$ cat config.mk
export PLATFORM = sky130hd
export DESIGN_NAME = prewish_mentor_seq
export DESIGN_NICKNAME = d
export VERILOG_FILES = /design/src/rtl/prewish_mentor_seq_pkg.sv /design/src/rtl/prewish_mentor_seq_gap_timer.sv /design/src/rtl/prewish_mentor_seq.sv
export SDC_FILE = /design/constraint.sdc
export NUM_CORES = 1
export LEC_CHECK = 0
export CORE_MARGIN = 2
export CORE_UTILIZATION = 35
export CTS_CLUSTER_SIZE = 40
export DETAILED_ROUTE_END_ITERATION = 8
export PLACE_DENSITY = 0.64
export SYNTH_ARGS = -nofsm -noshare
export SYNTH_HDL_FRONTEND = slang
export SYNTH_HIERARCHICAL = 1
export SYNTH_SLANG_ARGS = --single-unit
$ cat constraint.sdc
create_clock -name CLK_I -period 3.7 [get_ports CLK_I]
set_input_delay 1.11 -clock CLK_I [delete_from_list [all_inputs] [get_ports CLK_I]]
set_output_delay 1.11 -clock CLK_I [all_outputs]
set_load 0.1 [all_outputs]
$ cat src/rtl/prewish_mentor_seq_pkg.sv
// prewish_pkg: shared state encoding and sizing/slicing helpers for the mask-word player.
// Revision: 1.0
`default_nettype none

package prewish_pkg;

  typedef enum logic [2:0] {
    S_IDLE     = 3'd0,
    S_SETUP    = 3'd1,
    S_STROBE   = 3'd2,
    S_WAIT_ACK = 3'd3,
    S_GAP      = 3'd4,
    S_DONE     = 3'd5
  } state_t;

  function automatic int calc_iw(input int num_words);
    return (num_words > 1) ? $clog2(num_words) : 1;
  endfunction

  // Bit offset of word idx inside a packed table with word 0 in the LSBs.
  function automatic int word_lsb(input int idx, input int data_w);
    return idx * data_w;
  endfunction

endpackage

`default_nettype wire

$ cat src/rtl/prewish_mentor_seq_gap_timer.sv
// prewish_gap_timer: load/count/expire down-counter giving a GAP_CYCLES-cycle idle window.
// Revision: 1.0
`default_nettype none

module prewish_gap_timer #(
  parameter int GAP_CYCLES = 16
) (
  input  logic clk,
  input  logic rst,
  input  logic i_load,
  input  logic i_en,
  output logic o_expire
);

  localparam int CW = (GAP_CYCLES > 0) ? $clog2(GAP_CYCLES + 1) : 1;
  localparam int unsigned LOADV = (GAP_CYCLES > 0) ? GAP_CYCLES - 1 : 0;

  logic [CW-1:0] r_cnt;

  always_ff @(posedge clk) begin
    if (rst) begin
      r_cnt <= '0;
    end else if (i_load) begin
      r_cnt <= CW'(LOADV);
    end else if (i_en && (r_cnt != '0)) begin
      r_cnt <= r_cnt - CW'(1);
    end
  end

  assign o_expire = (r_cnt == '0);

endmodule

`default_nettype wire

$ cat src/rtl/prewish_mentor_seq.sv
// prewish_mentor_seq: plays a packed table of mask words to a blinker over a STB/ACK handshake.
// Optional macro PREWISH_MENTOR_LOOP_EN replays the table forever instead of stopping in DONE. Revision: 1.0
`default_nettype none

module prewish_mentor_seq
  import prewish_pkg::*;
#(
  parameter int DATA_W     = 8,
  parameter int NUM_WORDS  = 4,
  parameter logic [NUM_WORDS*DATA_W-1:0] MASKS = {8'h81, 8'h3C, 8'h0F, 8'hA0},
  parameter int GAP_CYCLES = 16,
  parameter int AUTO_START = 1
) (
  input  logic                                CLK_I,
  input  logic                                RST_I,
  input  logic                                START_I,
  input  logic                                ACK_I,
  output logic                                STB_O,
  output logic [DATA_W-1:0]                   DAT_O,
  output logic [calc_iw(NUM_WORDS)-1:0]       IDX_O,
  output logic                                BUSY_O,
  output logic                                DONE_O
);

  localparam int IW = calc_iw(NUM_WORDS);
  localparam logic [IW-1:0] LAST_IDX = IW'(NUM_WORDS - 1);
  localparam state_t POST_ACK = (GAP_CYCLES > 0) ? S_GAP : S_SETUP;

  state_t              r_state;
  logic [IW-1:0]       r_idx;
  logic                r_auto_pend;
  logic                r_stb;
  logic [DATA_W-1:0]   r_dat;
  logic [IW-1:0]       r_idx_o;
  logic                r_busy;
  logic                r_done;

  logic                w_ack;
  logic                w_last;
  logic                w_gap_expire;
  logic [DATA_W-1:0]   w_word;

  assign w_ack  = (r_state == S_WAIT_ACK) && ACK_I;
  assign w_last = (r_idx == LAST_IDX);
  assign w_word = MASKS[word_lsb(int'(r_idx), DATA_W) +: DATA_W];

  generate
    if (GAP_CYCLES > 0) begin : g_gap_timer
      prewish_gap_timer #(
        .GAP_CYCLES (GAP_CYCLES)
      ) u_gap_timer (
        .clk      (CLK_I),
        .rst      (RST_I),
        .i_load   (w_ack),
        .i_en     (r_state == S_GAP),
        .o_expire (w_gap_expire)
      );
    end else begin : g_no_gap
      assign w_gap_expire = 1'b1;
    end
  endgenerate

  always_ff @(posedge CLK_I) begin
    if (RST_I) begin
      r_state     <= S_IDLE;
      r_idx       <= '0;
      r_auto_pend <= 1'b1;
      r_stb       <= 1'b0;
      r_dat       <= '0;
      r_idx_o     <= '0;
      r_busy      <= 1'b0;
      r_done      <= 1'b0;
    end else begin
      case (r_state)
        S_IDLE: begin
          // Auto-start fires once per reset release; later starts need START_I.
          if (START_I || ((AUTO_START != 0) && r_auto_pend)) begin
            r_state     <= S_SETUP;
            r_idx       <= '0;
            r_busy      <= 1'b1;
            r_auto_pend <= 1'b0;
          end
        end
        S_SETUP: begin
          r_dat   <= w_word;
          r_idx_o <= r_idx;
          r_state <= S_STROBE;
        end
        S_STROBE: begin
          r_stb   <= 1'b1;
          r_state <= S_WAIT_ACK;
        end
        S_WAIT_ACK: begin
          if (ACK_I) begin
            r_stb <= 1'b0;
            if (w_last) begin
`ifdef PREWISH_MENTOR_LOOP_EN
              r_idx   <= '0;
              r_state <= POST_ACK;
`else
              r_state <= S_DONE;
              r_busy  <= 1'b0;
              r_done  <= 1'b1;
`endif
            end else begin
              r_idx   <= r_idx + 1'b1;
              r_state <= POST_ACK;
            end
          end
        end
        S_GAP: begin
          if (w_gap_expire) begin
            r_state <= S_SETUP;
          end
        end
        S_DONE: begin
          if (START_I) begin
            r_done  <= 1'b0;
            r_busy  <= 1'b1;
            r_idx   <= '0;
            r_state <= S_SETUP;
          end
        end
        default: r_state <= S_IDLE;
      endcase
    end
  end

  assign STB_O  = r_stb;
  assign DAT_O  = r_dat;
  assign IDX_O  = r_idx_o;
  assign BUSY_O = r_busy;
  assign DONE_O = r_done;

endmodule

`default_nettype wire
==> impl_metrics.env, run 1 <==
export IMPL_grt_start_max_net_pins=23
export IMPL_max_vdd_ir_drop_uv=159
export IMPL_yosysWarnings=6
export IMPL_vias_per_cell=4.80
export IMPL_crit_path_max_incr_delay_ns=0.44
export IMPL_multiplexer_share_of_the_synthesized_area=0.0928
export IMPL_synth_top_area_share=0.380
export IMPL_dieHeight_um=60.2
export IMPL_crit_reg2reg_launch="r_state[2]"
export IMPL_dr_first_iter_drc_count=20
export IMPL_start_util=0.365
export IMPL_die_area_um2=3630
export IMPL_area_fraction_in_compound_gates_after_synthesis=0.158
export IMPL_ys_top_cells_by_area="dfxtp_1 (38%), mux2i_1 (7.2%), nor2_1 (5.8%)"
export IMPL_area_delta_synth_final_pct=14.5
export IMPL_holdBufCountCts=0
export IMPL_clk_root_buffer_cell="clkbuf_4"
export IMPL_cts_bufs_inserted=3
export IMPL_placer_s_final_routability_congestion_estimate=0.758
export IMPL_post_route_cells_drive_above_1_share=0.208
export IMPL_std_cell_rows=20
export IMPL_post_cts_resized=0
export IMPL_detailed_place_hpwl_mm=1.45
export IMPL_nFillCells=303
export IMPL_hold_path_end="r_auto_pend"
export IMPL_synthSimpleGateAreaFrac=0.230
export IMPL_ys_types=40
export IMPL_reg2regPathDepth=5
export IMPL_drc_errors=0
export IMPL_count_of_flip_flops_with_a_built_in_enable_after_synthesis=0
export IMPL_startpoint_type="input port"
export IMPL_reg2reg_setup_slack_ns=1.46
export IMPL_worst_setup_path_type="in2reg"
export IMPL_timing_critical_path_arrival_ns=2.63
export IMPL_ant_nets=0
export IMPL_critical_path_buf_inv_count=1
export IMPL_post_synthesis_share_of_cell_area_spent_on_xor_and_xnor_gates=0
export IMPL_critPathSlowestCell="clkdlybuf4s50_1"
export IMPL_routedWlPerCell_um=11.1
export IMPL_worstSetupEndpointType="flip-flop"
export IMPL_cap_violations=0
export IMPL_syn_area_um2=1110
export IMPL_design_portCount=17
export IMPL_final_wl_mm=1.93
export IMPL_globalRouteOverflowTotal=0
export IMPL_portBuffers=15
export IMPL_cts_reportedPaths_clkPinSlew_ns=0.12
export IMPL_synth_seq_area_share=0.380
export IMPL_worst_ep_required_time_ns=3.91
export IMPL_detailedRoute_firstPassIterationCount=4
export IMPL_grt_pass1_wl_mm=3.37
export IMPL_num_antenna_cells=0
export IMPL_rsz_0062_raised_after_global_routing="false"
export IMPL_dr_total_vias=836
export IMPL_skew_ns=0.00649
export IMPL_worst_skew_pair_late_latency_ns=0.30
export IMPL_avgSynthCellArea_um2=9.29
export IMPL_power_density_nw_per_um2=395
export IMPL_setup_tns_final_ns=0
export IMPL_synth_fp_nets=128
export IMPL_cts_num_sinks=21
export IMPL_seq_area_um2=420
export IMPL_post_cts_setup_inserts=0
export IMPL_floorplan_core_area_um2=3030
export IMPL_final_setup_viol_count=0
export IMPL_fin_crit_ns=2.42
export IMPL_status="complete, no violations"
export IMPL_timing_final_hold_violations=0
export IMPL_synthAdderAreaFrac=0.0566
export IMPL_r2r_end="g_gap_timer.u_gap_timer/r_cnt[3]"
export IMPL_hold_path_startpoint="r_auto_pend"
export IMPL_number_of_antenna_violations_at_the_first_check_in_global_routing=0
export IMPL_most_used_flip_flop_cell_after_synthesis="dfxtp_1"
export IMPL_fin_total_pwr_w=0.000500
export IMPL_cell_type_contributing_the_most_total_cell_area_after_synthesis="dfxtp_1"
export IMPL_via_count_of_the_first_global_routing_pass=777
export IMPL_hold_path_depth=2
export IMPL_path_cells="clkdlybuf4s50_1 -> and4b_1 -> a21o_4 -> o21ai_2 -> mux2_1"
export IMPL_leakagePower_nw=0.501
export IMPL_clk_buf_depth=2
export IMPL_critical_path_max_fanout=10
export IMPL_synth_top_family_by_area="simple AND/OR/NAND/NOR gates"
export IMPL_worstHoldPathType="reg2reg"
export IMPL_ctsHtreeMaxLevel=1
export IMPL_post_synth_inst_count=119
export IMPL_worst_path_dominant_cell_family="buffers and inverters"
export IMPL_flip_flop_and_latch_count_after_synthesis=21
export IMPL_layout_worst_path_cycle_share=0.654
export IMPL_asyncSetResetFlopFracSynth=0
export IMPL_final_max_slew_viol_count=0
export IMPL_clock_tree_from_tritoncts="yes"
export IMPL_final_net_count=140
export IMPL_fmax_mhz=413
export IMPL_floorplan_die_width_um=60.2
export IMPL_gr_usage_all_layers=0.125
export IMPL_area_occupied_by_multi_input_gates_um2=598
==> cells by family after synthesis <==
family	Yosys count
and+or+nand+nor	41
AOI/OAI and AO/OA	23
muxes	10
other	1
adders and majority gates	5
buffers and inverters	18
DFF	21
==> per-layer routing <==
metal | track usage | part of all wire | vias to the layer above
met4 | 0.0286 | 0.0062 | 0
met2 | 0.210 | 0.50 | 12
met1 | 0.147 | 0.46 | 385
li1 | - | - | 437
met3 | 0.0519 | 0.035 | 2
met5 | 0 | 0 | -
==> how the worst max path moves through the flow <==
stage              from  slack (ns)  cells after the start       end
4_1_cts           ACK_I        1.28                      5  r_idx[0]
2_1_floorplan  DAT_O[3]        1.22                      1  DAT_O[3]
6_report          ACK_I        1.28                      5  r_idx[0]
5_1_grt           ACK_I        1.22                      5  r_idx[0]
3_5_place_dp      ACK_I        0.94                      5  r_idx[0]
3_3_place_gp      ACK_I        0.97                      5  r_idx[1]
==> synthesized netlist by cell type, types with 2 or more instances <==
library cell,n
dfxtp_1,21
nor2_1,17
mux2i_1,8
inv_1,7
a21oi_1,5
ha_1,5
o21ai_0,5
buf_2,4
buf_4,4
nor3b_1,3
a211oi_1,2
a311oi_1,2
and3b_1,2
clkbuf_1,2
mux2_1,2
nand2_1,2
nand3_1,2
nor2b_1,2
nor3_1,2
nor4b_1,2
==> sequential cells by signal, summed over array words and instances (netlist names) <==
name,count
STB_O,1
r_idx,2
BUSY_O,1
r_auto_pend,1
g_gap_timer.u_gap_timer/r_cnt,5
IDX_O,1
DONE_O,1
DAT_O,6
r_state,3
==> cell type report <==
cell class	instances	share of cell area
multi-input cells	80	0.472
repair buffers	17	0.107
flip-flops and latches	21	0.332
clock inverters	1	0.00395
well taps	44	0.0435
inverters	8	0.0237
clock buffers	3	0.0178
==> report_power, final <==
group	switching [W]	leakage, nW	internal, W
Combinational	0.0000896	0.313	0.0000441
Clock	0.0000690	0.0177	0.0000404
Sequential	0.0000177	0.171	0.000239
==> metrics by stage <==
step | hold slack [ns] | util | instance area (µm²) | setup slack (ns) | instances
finish | 0.483 | 0.418 | 1270 | 1.28 | 174
global route | 0.516 | 0.418 | 1270 | 1.22 | 174
CTS | 0.486 | 0.418 | 1270 | 1.28 | 174
detailed placement | 0.464 | 0.409 | 1240 | 0.939 | 170
global placement | 0.460 | 0.409 | 1240 | 0.974 | 170
floorplan | 0.439 | - | 1110 | 1.22 | 119
==> cells in the final DEF, fill, tap and decap left out, types with 5 or more instances in the layout <==
cell     Yosys  routed
ha_1         5       5
buf_4        4      14
a21oi_1      5       5
dfxtp_1     21      21
nor2_1      17      17
mux2i_1      8       8
o21ai_0      5       5
inv_1        7       7
==> worst reg2reg max path, stage by stage (launching register included) <==
cell	delay, ns
dfxtp_1	0.57
nor2b_1	0.36
nor2b_1	0.42
nor4b_1	0.42
a211oi_1	0.14
a311oi_1	0.26
Note: power is estimated with default switching activity, not from simulation.
==> run 2, diff against run 1 <==
Clock period 3.7 ns to 2.25 ns, I/O delays scaled along.
==> impl_metrics.env, run 2 (synthesis results as in run 1) <==
export IMPL_status="complete, no violations"
export IMPL_floorplan_core_area_um2=3030
export IMPL_grt_max_usage_layer="met2"
export IMPL_post_cts_resized=0
export IMPL_start_util=0.365
export IMPL_design_portCount=17
export IMPL_drc_errors=0
export IMPL_dr_total_vias=877
export IMPL_combPwrFrac=0.297
export IMPL_timing_critical_path_arrival_ns=2.07
export IMPL_portBuffers=15
export IMPL_fin_crit_ns=1.87
export IMPL_r2r_end="g_gap_timer.u_gap_timer/r_cnt[3]"
export IMPL_final_setup_viol_count=0
export IMPL_global_route_usage_met1=0.161
export IMPL_final_max_slew_viol_count=0
export IMPL_rsz_0062_raised_after_global_routing="false"
export IMPL_p_switching_w=0.000300
export IMPL_hold_path_end="r_auto_pend"
export IMPL_clk_root_buffer_cell="clkbuf_4"
export IMPL_path_cells="clkdlybuf4s50_1 -> and4b_1 -> a21o_4 -> o21ai_2 -> mux2_1"
export IMPL_std_cell_rows=20
export IMPL_cap_violations=0
export IMPL_clock_tree_from_tritoncts="yes"
export IMPL_worst_path_dominant_cell_family="buffers and inverters"
export IMPL_post_route_cells_drive_above_1_share=0.248
export IMPL_grt_util_met2=0.213
export IMPL_cts_reportedPaths_clkPinSlew_ns=0.12
export IMPL_max_vdd_ir_drop_uv=280
export IMPL_clk_buf_depth=2
export IMPL_cellInternalPower_w=0.000542
export IMPL_hold_path_depth=2
export IMPL_worstSetupEndpointType="flip-flop"
export IMPL_worst_ep_required_time_ns=2.45
export IMPL_fmax_mhz=536
export IMPL_skew_ns=0.00117
export IMPL_groute_layer_met3_usage=0.0390
export IMPL_ant_nets=0
export IMPL_cts_bufs_inserted=3
export IMPL_worst_setup_path_type="in2reg"
export IMPL_hold_path_startpoint="r_auto_pend"
export IMPL_globalRouteOverflowTotal=0
export IMPL_area_delta_synth_final_pct=19.2
export IMPL_routedWlPerCell_um=11.3
export IMPL_ctsHtreeMaxLevel=1
export IMPL_num_antenna_cells=0
export IMPL_layout_worst_path_cycle_share=0.830
export IMPL_power_switching_share=0.357
export IMPL_startpoint_type="input port"
export IMPL_die_area_um2=3630
export IMPL_vias_per_cell=4.85
export IMPL_power_share_clock=0.220
export IMPL_reg2reg_setup_slack_ns=0.53
export IMPL_dieHeight_um=60.2
export IMPL_worstHoldPathType="reg2reg"
export IMPL_leakagePower_nw=0.538
export IMPL_via_count_of_the_first_global_routing_pass=833
export IMPL_critical_path_max_fanout=5
export IMPL_floorplan_die_width_um=60.2
export IMPL_dr_first_iter_drc_count=17
export IMPL_power_density_nw_per_um2=639
export IMPL_whs_ns=0.478
export IMPL_holdBufCountCts=0
export IMPL_worst_skew_pair_late_latency_ns=0.30
export IMPL_post_cts_setup_inserts=0
export IMPL_reg2regPathDepth=5
export IMPL_detailed_place_hpwl_mm=1.52
export IMPL_timing_final_hold_violations=0
export IMPL_cts_num_sinks=21
export IMPL_detailedRoute_firstPassIterationCount=4
export IMPL_setup_tns_final_ns=0
export IMPL_final_net_count=147
export IMPL_critical_path_buf_inv_count=1
export IMPL_power_sequential_fraction=0.483
export IMPL_gr_usage_all_layers=0.128
export IMPL_max_ffs_per_register=6
export IMPL_crit_reg2reg_launch="r_state[2]"
export IMPL_number_of_antenna_violations_at_the_first_check_in_global_routing=0
export IMPL_grt_pass1_wl_mm=3.53
export IMPL_placer_s_final_routability_congestion_estimate=0.785
export IMPL_mostFrequentLayoutCells="dfxtp_1 (21), buf_4 (21), nor2_1 (17)"
export IMPL_grt_start_max_net_pins=22
export IMPL_crit_path_max_incr_delay_ns=0.41
export IMPL_final_wl_mm=2.05
export IMPL_critPathSlowestCell="clkdlybuf4s50_1"
## run 2: cell count changes in the layout (fill, tap and decap cells not counted)
cell,delta
buf_4,+7
## run 2: layout make-up
class | count | area [µm²]
clock buffers | 3 | 22.5
clock inverters | 1 | 5.00
fillers | 289 | 1710
inverters | 8 | 30.0
multi-input cells | 80 | 598
flip-flops and latches | 21 | 420
well taps | 44 | 55.1
repair buffers | 24 | 188
## run 2: tightest hold or removal path, stage by stage (launching register included)
cell and delay (ns):
dfxtp_1 0.33, o31ai_1 0.06, nand2b_1 0.05
## run 2: per-stage QoR
step	instance area [µm²]	instances	setup slack [ns]	util	power (W)
after floorplan	1110	119	0.202	-	0.000611
after global placement	1290	177	0.0730	0.426	0.000662
after detailed placement	1290	177	0.0448	0.426	0.000665
after CTS	1320	181	0.385	0.436	0.000851
after global routing	1320	181	0.328	0.436	0.000887
final	1320	181	0.383	0.436	0.000842
## run 2: per-layer routing
metal / vias up / part of all wire / routed length, µm
met5: - / 0 / 0
met3: 2 / 0.036 / 73
li1: 453 / - / -
met2: 16 / 0.48 / 989
met1: 406 / 0.48 / 977
met4: 0 / 0.0054 / 11
## run 2: worst max path at each step
stage / cells after the start / endpoint / from
after floorplan: 1 / DAT_O[3] / DAT_O[3]
after global placement: 5 / r_idx[1] / ACK_I
after detailed placement: 5 / r_idx[0] / ACK_I
after CTS: 5 / r_idx[0] / ACK_I
after global routing: 5 / r_idx[0] / ACK_I
final: 5 / r_idx[0] / ACK_I
## run 2: power groups by stage
| stage | Combinational (W) | Sequential [W] | Clock, W |
|---|---|---|---|
| global route | 0.000269 | 0.000411 | 0.000208 |
| finish | 0.000250 | 0.000407 | 0.000186 |
| CTS | 0.000250 | 0.000407 | 0.000194 |
| global placement | 0.000247 | 0.000415 | 0 |
| floorplan | 0.000120 | 0.000491 | 0 |
| detailed placement | 0.000250 | 0.000415 | 0 |
==> run 3, diff against run 2 <==
Clock period 2.25 ns to 1.8 ns, I/O delays scaled along.
==> impl_metrics.env, run 3 (synthesis results as in run 1) <==
export IMPL_dr_total_vias=909
export IMPL_p_switching_w=0.000381
export IMPL_number_of_antenna_violations_at_the_first_check_in_global_routing=0
export IMPL_worstHoldPathType="reg2reg"
export IMPL_crit_path_max_incr_delay_ns=0.42
export IMPL_cts_bufs_inserted=3
export IMPL_detailedRoute_firstPassIterationCount=4
export IMPL_crit_reg2reg_launch="g_gap_timer.u_gap_timer/r_cnt[0]"
export IMPL_dpl_cell_count=183
export IMPL_post_route_cells_drive_above_1_share=0.308
export IMPL_final_cells=187
export IMPL_ant_nets=0
export IMPL_ctsHtreeMaxLevel=1
export IMPL_leakagePower_nw=0.607
export IMPL_cts_num_sinks=21
export IMPL_final_setup_viol_count=0
export IMPL_setup_tns_final_ns=0
export IMPL_timing_final_hold_violations=0
export IMPL_std_cell_rows=20
export IMPL_cap_violations=0
export IMPL_critical_path_buf_inv_count=1
export IMPL_via_count_of_the_first_global_routing_pass=929
export IMPL_reg2regPathDepth=5
export IMPL_combPwrFrac=0.314
export IMPL_placer_s_final_routability_congestion_estimate=0.785
export IMPL_gr_usage_all_layers=0.139
export IMPL_fmax_mhz=573
export IMPL_final_max_slew_viol_count=0
export IMPL_num_antenna_cells=0
export IMPL_finish_instance_area_um2=1520
export IMPL_post_dp_cell_area_um2=1490
export IMPL_routedWlPerCell_um=11.6
export IMPL_critical_path_endpoint="r_idx[0]"
export IMPL_cellInternalPower_w=0.000719
export IMPL_worst_ep_required_time_ns=2.00
export IMPL_mostFrequentLayoutCells="dfxtp_1 (19), nor2_1 (17), buf_4 (15)"
export IMPL_max_ffs_per_register=6
export IMPL_crit_cells=5
export IMPL_finalWorstSetupSlack_ns=0.0557
export IMPL_portBuffers=15
export IMPL_fin_total_pwr_w=0.00110
export IMPL_skew_ns=0.0103
export IMPL_power_switching_share=0.346
export IMPL_max_vdd_ir_drop_uv=361
export IMPL_vias_per_cell=4.86
export IMPL_power_share_clock=0.208
export IMPL_layout_cells_most_common="dfxtp_1"
export IMPL_holdBufCountCts=0
export IMPL_dpl_worst_slack_ns=-0.280
export IMPL_critical_path_max_fanout=5
export IMPL_timing_critical_path_arrival_ns=1.94
export IMPL_layout_worst_path_cycle_share=0.969
export IMPL_worst_setup_path_type="in2reg"
export IMPL_grt_start_max_net_pins=17
export IMPL_detailed_place_hpwl_mm=1.72
export IMPL_clk_buf_depth=2
export IMPL_final_net_count=153
export IMPL_path_cells="clkdlybuf4s50_1 -> and4b_2 -> a21o_4 -> o21ai_2 -> mux2_1"
export IMPL_floorplan_core_area_um2=3030
export IMPL_start_util=0.365
export IMPL_worst_path_dominant_cell_family="buffers and inverters"
export IMPL_rsz_0062_raised_after_global_routing="false"
export IMPL_globalRouteOverflowTotal=0
export IMPL_drc_errors=0
export IMPL_status="complete, no violations"
export IMPL_die_area_um2=3630
export IMPL_reg2reg_setup_slack_ns=0.09
export IMPL_startpoint_type="input port"
export IMPL_clock_tree_from_tritoncts="yes"
export IMPL_nFillCells=287
export IMPL_floorplan_die_width_um=60.2
export IMPL_dieHeight_um=60.2
export IMPL_power_sequential_fraction=0.478
export IMPL_clk_root_buffer_cell="clkbuf_4"
export IMPL_design_portCount=17
export IMPL_final_wl_mm=2.17
export IMPL_fin_crit_ns=1.74
export IMPL_cts_reportedPaths_clkPinSlew_ns=0.12
export IMPL_power_density_nw_per_um2=721
export IMPL_dr_first_iter_drc_count=9
export IMPL_crit_start="ACK_I"
export IMPL_grt_pass1_wl_mm=3.88
export IMPL_worstSetupEndpointType="flip-flop"
export IMPL_area_delta_synth_final_pct=37.8
export IMPL_r2r_end="g_gap_timer.u_gap_timer/r_cnt[1]"
export IMPL_critPathSlowestCell="clkdlybuf4s50_1"
export IMPL_worst_skew_pair_late_latency_ns=0.31
[run 3: timing repair]
action / CTS / global route
resized for setup: 0 / 2
buffers inserted: 0 / 0
endpoints found under the setup margin: 0 / 1
[run 3: layout make-up]
class	instances	area (µm²)	area share
Inverter	8	30.0	0.0197
Tap cell	44	55.1	0.0361
Timing Repair Buffer	30	383	0.251
Clock buffer	3	22.5	0.0148
Sequential cell	21	423	0.278
Clock inverter	1	5.00	0.00328
Multi-Input combinational cell	80	606	0.397
[run 3: worst reg2reg max path, stage by stage, from the launching register on]
cell	delay, ns
dfxtp_1	0.33
inv_1	0.12
ha_1	0.19
or4b_4	0.51
and4_4	0.23
a2111oi_4	0.24
[run 3: per-layer routing]
layer | global-route usage | share of wire
met5 | 0 | 0
met4 | 0.0190 | 0.0065
met3 | 0.0390 | 0.030
met2 | 0.262 | 0.52
met1 | 0.155 | 0.45
[run 3: worst min path at each step]
stage | startpoint | to | slack, ns | cells after the start
final | r_auto_pend | r_auto_pend | 0.48 | 2
after detailed placement | r_auto_pend | r_auto_pend | 0.46 | 2
after CTS | r_auto_pend | r_auto_pend | 0.48 | 2
after floorplan | r_auto_pend | r_auto_pend | 0.44 | 2
after global routing | r_auto_pend | r_auto_pend | 0.51 | 2
after global placement | r_auto_pend | r_auto_pend | 0.46 | 2
[run 3: power groups by stage]
stage               Combinational [W]  Clock, W  Sequential [W]
floorplan                    0.000149         0        0.000614
global placement             0.000341         0        0.000535
detailed placement           0.000348         0        0.000536
CTS                          0.000348  0.000241        0.000525
global route                 0.000366  0.000264        0.000531
finish                       0.000345  0.000228        0.000526
[run 3: per-stage QoR]
| step | util | hold WS [ns] |
|---|---|---|
| floorplan | - | 0.439 |
| detailed placement | 0.492 | 0.463 |
| finish | 0.503 | 0.480 |
| CTS | 0.501 | 0.483 |
| global route | 0.503 | 0.514 |
| global placement | 0.492 | 0.455 |
